==> src/rtl/ul_div_pkg.sv <==
// ul_div_pkg: shared FSM state type and iteration helper for the sequential divider.
//   ul_div_state_t : IDLE / RUN / DONE
//   ul_div_iters() : number of 2-bit iterations for a given dividend width
package ul_div_pkg;

    typedef enum logic [1:0] {
        IDLE,
        RUN,
        DONE
    } ul_div_state_t;

    function automatic int ul_div_iters(input int dividend_width);
        return dividend_width / 2;
    endfunction

endpackage

==> src/rtl/ul_div_if.sv <==
// ul_div_if: valid/ready input and output ports of the sequential divider.
//   in_vld/in_rdy/in_dividend/in_divider    : operand handshake
//   out_vld/out_rdy/out_quotient/out_remainder/out_dz : result handshake
//   master : producer of operands / consumer of results
//   slave  : the divider
interface ul_div_if #(
    parameter int DIVIDEND_WIDTH = 16,
    parameter int DIVISOR_WIDTH  = 8
);
    logic                      in_vld;
    logic                      in_rdy;
    logic [DIVIDEND_WIDTH-1:0] in_dividend;
    logic [DIVISOR_WIDTH-1:0]  in_divider;
    logic                      out_vld;
    logic                      out_rdy;
    logic [DIVIDEND_WIDTH-1:0] out_quotient;
    logic [DIVISOR_WIDTH-1:0]  out_remainder;
    logic                      out_dz;

    modport master (
        output in_vld, in_dividend, in_divider, out_rdy,
        input  in_rdy, out_vld, out_quotient, out_remainder, out_dz
    );

    modport slave (
        input  in_vld, in_dividend, in_divider, out_rdy,
        output in_rdy, out_vld, out_quotient, out_remainder, out_dz
    );
endinterface

==> src/rtl/ul_div_2stage.sv <==
// ul_div_2stage: two chained restoring division steps (combinational).
//   i_init    : partial remainder in (must be < i_divider)
//   i_bits    : next two dividend bits, MSB first
//   i_divider : divisor
//   o_rem     : partial remainder out
//   o_q       : two quotient bits, MSB first
module ul_div_2stage #(
    parameter int DIVISOR_WIDTH = 8
) (
    input  logic [DIVISOR_WIDTH-1:0] i_init,
    input  logic [1:0]               i_bits,
    input  logic [DIVISOR_WIDTH-1:0] i_divider,
    output logic [DIVISOR_WIDTH-1:0] o_rem,
    output logic [1:0]               o_q
);
    localparam int DW = DIVISOR_WIDTH;

    logic [DW:0]   w_sh1, w_sh2;
    logic [DW+1:0] w_d1, w_d2;
    logic [DW-1:0] w_r1;

    // The extra top bit of each difference is the borrow of the guarded subtract.
    assign w_sh1  = {i_init, i_bits[1]};
    assign w_d1   = {1'b0, w_sh1} - {2'b00, i_divider};
    assign o_q[1] = ~w_d1[DW+1];
    assign w_r1   = o_q[1] ? w_d1[DW-1:0] : w_sh1[DW-1:0];

    assign w_sh2  = {w_r1, i_bits[0]};
    assign w_d2   = {1'b0, w_sh2} - {2'b00, i_divider};
    assign o_q[0] = ~w_d2[DW+1];
    assign o_rem  = o_q[0] ? w_d2[DW-1:0] : w_sh2[DW-1:0];
endmodule

==> src/rtl/ul_div_seq.sv <==
// ul_div_seq: sequential unsigned divider, two quotient bits per clock.
//   clk : rising-edge clock
//   rst : synchronous active-high reset
//   bus : ul_div_if.slave (operand and result valid/ready ports)
// Optional macro UL_DIV_ZERO_CHK_EN: a zero divisor finishes after one RUN
// cycle with quotient all ones, remainder 0 and out_dz set; otherwise a zero
// divisor runs the full iteration count and out_dz stays 0.
module ul_div_seq
    import ul_div_pkg::*;
#(
    parameter int DIVIDEND_WIDTH = 16,
    parameter int DIVISOR_WIDTH  = 8
) (
    input logic   clk,
    input logic   rst,
    ul_div_if.slave bus
);
    localparam int ITER = ul_div_iters(DIVIDEND_WIDTH);
    localparam int CW   = $clog2(ITER) + 1;

    ul_div_state_t             r_state, w_next;
    logic [DIVIDEND_WIDTH-1:0] r_dvd, r_quo;
    logic [DIVISOR_WIDTH-1:0]  r_div, r_rem, w_rem;
    logic [1:0]                w_q;
    logic [CW-1:0]             r_cnt;
    logic                      w_acc, w_last, w_zero;

    assign w_acc  = r_state == IDLE && bus.in_vld;
    assign w_last = r_cnt == CW'(ITER - 1);
`ifdef UL_DIV_ZERO_CHK_EN
    assign w_zero = r_div == '0;
`else
    assign w_zero = 1'b0;
`endif

    ul_div_2stage #(.DIVISOR_WIDTH(DIVISOR_WIDTH)) u_stage (
        .i_init    (r_rem),
        .i_bits    (r_dvd[DIVIDEND_WIDTH-1 -: 2]),
        .i_divider (r_div),
        .o_rem     (w_rem),
        .o_q       (w_q)
    );

    always_ff @(posedge clk) begin
        if (rst) r_state <= IDLE;
        else     r_state <= w_next;
    end

    always_comb begin
        w_next = r_state;
        case (r_state)
            IDLE:    w_next = bus.in_vld ? RUN : IDLE;
            RUN:     w_next = (w_last || w_zero) ? DONE : RUN;
            DONE:    w_next = bus.out_rdy ? IDLE : DONE;
            default: w_next = IDLE;
        endcase
    end

    always_comb begin
        bus.in_rdy  = r_state == IDLE;
        bus.out_vld = r_state == DONE;
    end

    always_ff @(posedge clk) begin
        if (rst) begin
            r_dvd <= '0;
            r_div <= '0;
            r_rem <= '0;
            r_quo <= '0;
            r_cnt <= '0;
        end else if (w_acc) begin
            r_dvd <= bus.in_dividend;
            r_div <= bus.in_divider;
            r_rem <= '0;
            r_quo <= '0;
            r_cnt <= '0;
        end else if (r_state == RUN) begin
            r_dvd <= r_dvd << 2;
            r_rem <= w_zero ? '0 : w_rem;
            r_quo <= w_zero ? '1 : DIVIDEND_WIDTH'({r_quo, w_q});
            r_cnt <= r_cnt + 1'b1;
        end
    end

`ifdef UL_DIV_ZERO_CHK_EN
    logic r_dz;
    always_ff @(posedge clk) begin
        if (rst || w_acc)                  r_dz <= 1'b0;
        else if (r_state == RUN && w_zero) r_dz <= 1'b1;
    end
    assign bus.out_dz = r_dz;
`else
    assign bus.out_dz = 1'b0;
`endif

    assign bus.out_quotient  = r_quo;
    assign bus.out_remainder = r_rem;
endmodule

==> src/flat_wrapper.sv <==
// flat-port wrapper written by rule: the top's interface ports become plain ports
module ul_div_seq_flat import ul_div_pkg::*;
#(
    parameter int DIVIDEND_WIDTH = 16,
    parameter int DIVISOR_WIDTH  = 8
)
  (clk, rst, bus_in_vld, bus_in_dividend, bus_in_divider, bus_out_rdy, bus_in_rdy, bus_out_vld, bus_out_quotient, bus_out_remainder, bus_out_dz);
  ul_div_if #(.DIVIDEND_WIDTH(DIVIDEND_WIDTH), .DIVISOR_WIDTH(DIVISOR_WIDTH)) bus_i ();
  input logic clk;
  input logic rst;
  input wire logic [$bits(bus_i.in_vld)-1:0] bus_in_vld;
  input wire logic [$bits(bus_i.in_dividend)-1:0] bus_in_dividend;
  input wire logic [$bits(bus_i.in_divider)-1:0] bus_in_divider;
  input wire logic [$bits(bus_i.out_rdy)-1:0] bus_out_rdy;
  output wire logic [$bits(bus_i.in_rdy)-1:0] bus_in_rdy;
  output wire logic [$bits(bus_i.out_vld)-1:0] bus_out_vld;
  output wire logic [$bits(bus_i.out_quotient)-1:0] bus_out_quotient;
  output wire logic [$bits(bus_i.out_remainder)-1:0] bus_out_remainder;
  output wire logic [$bits(bus_i.out_dz)-1:0] bus_out_dz;
  assign bus_i.in_vld = bus_in_vld;
  assign bus_i.in_dividend = bus_in_dividend;
  assign bus_i.in_divider = bus_in_divider;
  assign bus_i.out_rdy = bus_out_rdy;
  assign bus_in_rdy = bus_i.in_rdy;
  assign bus_out_vld = bus_i.out_vld;
  assign bus_out_quotient = bus_i.out_quotient;
  assign bus_out_remainder = bus_i.out_remainder;
  assign bus_out_dz = bus_i.out_dz;
  ul_div_seq #(.DIVIDEND_WIDTH(DIVIDEND_WIDTH), .DIVISOR_WIDTH(DIVISOR_WIDTH)) u_core (.clk(clk), .rst(rst), .bus(bus_i));
endmodule
==> config.mk <==
export PLATFORM = sky130hd
export DESIGN_NAME = ul_div_seq_flat
export DESIGN_NICKNAME = d
export VERILOG_FILES = /design/src/rtl/ul_div_pkg.sv /design/src/rtl/ul_div_if.sv /design/src/rtl/ul_div_2stage.sv /design/src/rtl/ul_div_seq.sv /design/src/flat_wrapper.sv
export SDC_FILE = /design/constraint.sdc
export NUM_CORES = 1
export LEC_CHECK = 0
export ABC_AREA = 1
export CORE_MARGIN = 2
export CORE_UTILIZATION = 54
export DETAILED_ROUTE_END_ITERATION = 10
export GPL_TIMING_DRIVEN = 1
export PLACE_DENSITY = 0.82
export SLEW_MARGIN = 20
export SYNTH_ARGS = -nofsm -noshare
export SYNTH_HDL_FRONTEND = slang
export SYNTH_HIERARCHICAL = 1
export SYNTH_SLANG_ARGS = --single-unit
==> constraint.sdc <==
create_clock -name clk -period 3.02 [get_ports clk]
set_input_delay 0.453 -clock clk [delete_from_list [all_inputs] [get_ports clk]]
set_output_delay 0.453 -clock clk [all_outputs]
set_load 0.01 [all_outputs]
==> impl_results.md <==
* Die Area at 6786 um2
* Clock Skew at 0.01203 ns
* Synth area leaders: dfxtp_1 (33%), nand2_1 (20%), ha_1 (6.4%)
* CTS sink cnt at 54
* Layout cells sized above 1 at 17.28%
* Worst min path class: register to register
* Fmax achieved at 338.5 MHz
* Actual slew at the worst max-slew pin at 0.6543 ns
* Critical path startpoint category: register
* Synth Net Count at 549
* Mapped Area at 3317 um2
* Final WL at 8832 um
* Initial Util at 56.02%
* Most frequent cell after synthesis: nand2_1
* CTS Buf Count at 5
* HPWL Detailed at 6207 um
* Largest area contributor in the netlist: dfxtp_1
* # DRC at 0
* Crit-path max FO at 8
* Rows at 28
* Vias/cell at 5.399
* Setup crit end: u_core/bus.out_remainder[1]$_SDFFE_PP0N_
* Number of max-cap violations at 0
* Largest net degree at the start of global routing at 29
* CTS tree: built
* Crit path kind: register to register
* Status: completed
* Vias at 3466
* IO Port Bufs at 53
* Root Driver: clkbuf_8
* Final setup viols at 0
* Nets at 613
* FF-to-FF Start: u_core/r_div[6]$_SDFFE_PP0N_
* Synth Register Bits at 54
* Placer congestion estimate at 1.101
* Initial drt markers at 176
* Async S/R FF share, synth at 0%
* Io pins at 55
* Worst r2r dst: u_core/bus.out_remainder[1]$_SDFFE_PP0N_
* Period minus WS final at 2.954 ns
* Layout overhead on the synthesized area at 30.74%
* CP startpoint: u_core/r_div[6]$_SDFFE_PP0N_
* Multi-input logic area at 2125 um2
* Final Hold Fails at 0
* Worst Path Required at 3.26 ns
* Slew Limit Headroom at 56.38%
* Core box area at 5921 um2
* Reg area at 1094 um2
* Hold buffer count at cts at 0
* GR Overflow Total at 0
* Main synth FF type: dfxtp_1
* Final worst slack at 0.06574 ns
* Crit share post-route at 97.82%
* Seq/Total Area, Yosys at 32.59%
* Clk_lat worst skew at 0.31 ns
* Depth of the worst register-to-register path at 18
* Synth cell types at 34
* Crit end category: register
* Initial antenna violation count at 0
* Flop2flop setup slack at 0.07 ns
* Arrival time worst endpoint at 3.19 ns
* # diodes at 0
* Top cells by instance count after synthesis: nand2_1 (176), dfxtp_1 (54), inv_1 (52), nor2_1 (50), a21oi_1 (35)
* Pre-CTS WS at -0.08510 ns
* Wirelength per Cell at 13.76 um
* Final Max Slew Viols at 0
* Overall die width at 82.38 um
* Reg clk slew, reported paths at 0.10 ns
* First-pass GRT wire length at 13410 um
* Synth top area share at 32.59%
* CTS max path bufs at 2
* First-pass DRT Iterations at 5
* DRT antenna net count at 0
* Gr usage total at 25.28%
* CTS H-tree lvls at 2
* Mapped Cells at 502
* Synthesis Warnings at 6
* Filler Cells Inserted at 493
* Die height at 82.38 um
* Vias in the first global route at 3089
* Mean Syn Cell Area at 6.607 um2
* Number of synthesized flops with an enable pin at 0
[critical path: stages, from the launching register on]
cell and delay [ns]:
dfxtp_2 0.35, inv_2 0.06, ha_4 0.29, nand2_2 0.09, nor2_4 0.17, nand3_4 0.17, nand3_4 0.15, inv_2 0.05
nand2_1 0.06, nand2_1 0.09, ha_1 0.30, a21o_1 0.22, a21oi_1 0.14, nand2_1 0.13, inv_4 0.14, nand4_1 0.12
nand2_1 0.10, nand2_1 0.07, a21oi_2 0.17
[worst min path at each step]
stage                                                        start                                        to  slack (ns)  cells past startpoint
final                     u_core/bus.out_quotient[15]$_SDFFE_PP0N_  u_core/bus.out_quotient[15]$_SDFFE_PP0N_        0.48                      2
after global routing      u_core/bus.out_quotient[15]$_SDFFE_PP0N_  u_core/bus.out_quotient[15]$_SDFFE_PP0N_        0.49                      2
after CTS                 u_core/bus.out_quotient[15]$_SDFFE_PP0N_  u_core/bus.out_quotient[15]$_SDFFE_PP0N_        0.48                      2
after detailed placement  u_core/bus.out_quotient[15]$_SDFFE_PP0N_  u_core/bus.out_quotient[15]$_SDFFE_PP0N_        0.46                      2
after global placement    u_core/bus.out_quotient[15]$_SDFFE_PP0N_  u_core/bus.out_quotient[15]$_SDFFE_PP0N_        0.45                      2
after floorplan                       u_core/r_dvd[0]$_SDFFE_PP0P_              u_core/r_dvd[0]$_SDFFE_PP0P_        0.44                      2
[cell type report]
class / instances / area share (%)
multi-input cells: 372 / 48.99
flip-flops and latches: 54 / 25.22
repair buffers: 71 / 15.35
inverters: 62 / 5.482
well taps: 75 / 2.164
clock buffers: 6 / 1.904
clock inverters: 2 / 0.8944
[cells in the final DEF, fill, tap and decap left out, types with 10 or more instances in the layout]
| master | count |
|---|---|
| a21oi_1 | 30 |
| buf_4 | 18 |
| clkdlybuf4s50_1 | 53 |
| dfxtp_1 | 44 |
| dfxtp_2 | 10 |
| ha_4 | 10 |
| inv_1 | 43 |
| inv_2 | 15 |
| nand2_1 | 173 |
| nand3_1 | 26 |
| nand4_1 | 15 |
| nor2_1 | 50 |
[metrics by stage]
stage	cells	hold WS (ns)	util [%]	cell area (um2)	setup TNS [ns]
after detailed placement	626	0.4628	66.65	3946	-0.5814
after global routing	642	0.4885	73.25	4337	-0.1548
after CTS	637	0.4776	69.67	4125	0
final	642	0.4762	73.25	4337	0
after global placement	626	0.4497	66.65	3946	0
after floorplan	502	0.4437	-	3317	0
[repair_timing]
| action | CTS | global route |
|---|---|---|
| endpoints found under the setup margin | 8 | 9 |
| pin swaps | 2 | 15 |
| hold endpoints to repair | 0 | 0 |
| buffers inserted | 2 | 3 |
| cloned | 1 | 2 |
| gates resized for setup | 3 | 44 |
[sequential cells by signal, indices dropped and copies added (netlist names)]
| name | flops |
|---|---|
| u_core/bus.out_remainder | 8 |
| u_core/r_cnt | 4 |
| u_core/r_dvd | 16 |
| u_core/r_state | 2 |
| u_core/r_div | 8 |
| u_core/bus.out_quotient | 16 |
[cell families after synthesis]
group           synth area share [%]
flops                          32.59
other cells                   0.1131
simple gates                   39.80
compound gates                 8.224
xor+xnor                       1.848
buf+inv                        9.808
fa+ha+maj                      7.620
[layer usage]
metal / routed length, um / GRT usage [%]
met5: 0 / 0
met4: 337 / 9.833
met2: 4415 / 45.08
met1: 3620 / 30.39
met3: 459 / 3.804
Power is not shown: default switching activity piles up to over one toggle a cycle in this logic, so the estimate is an artifact.
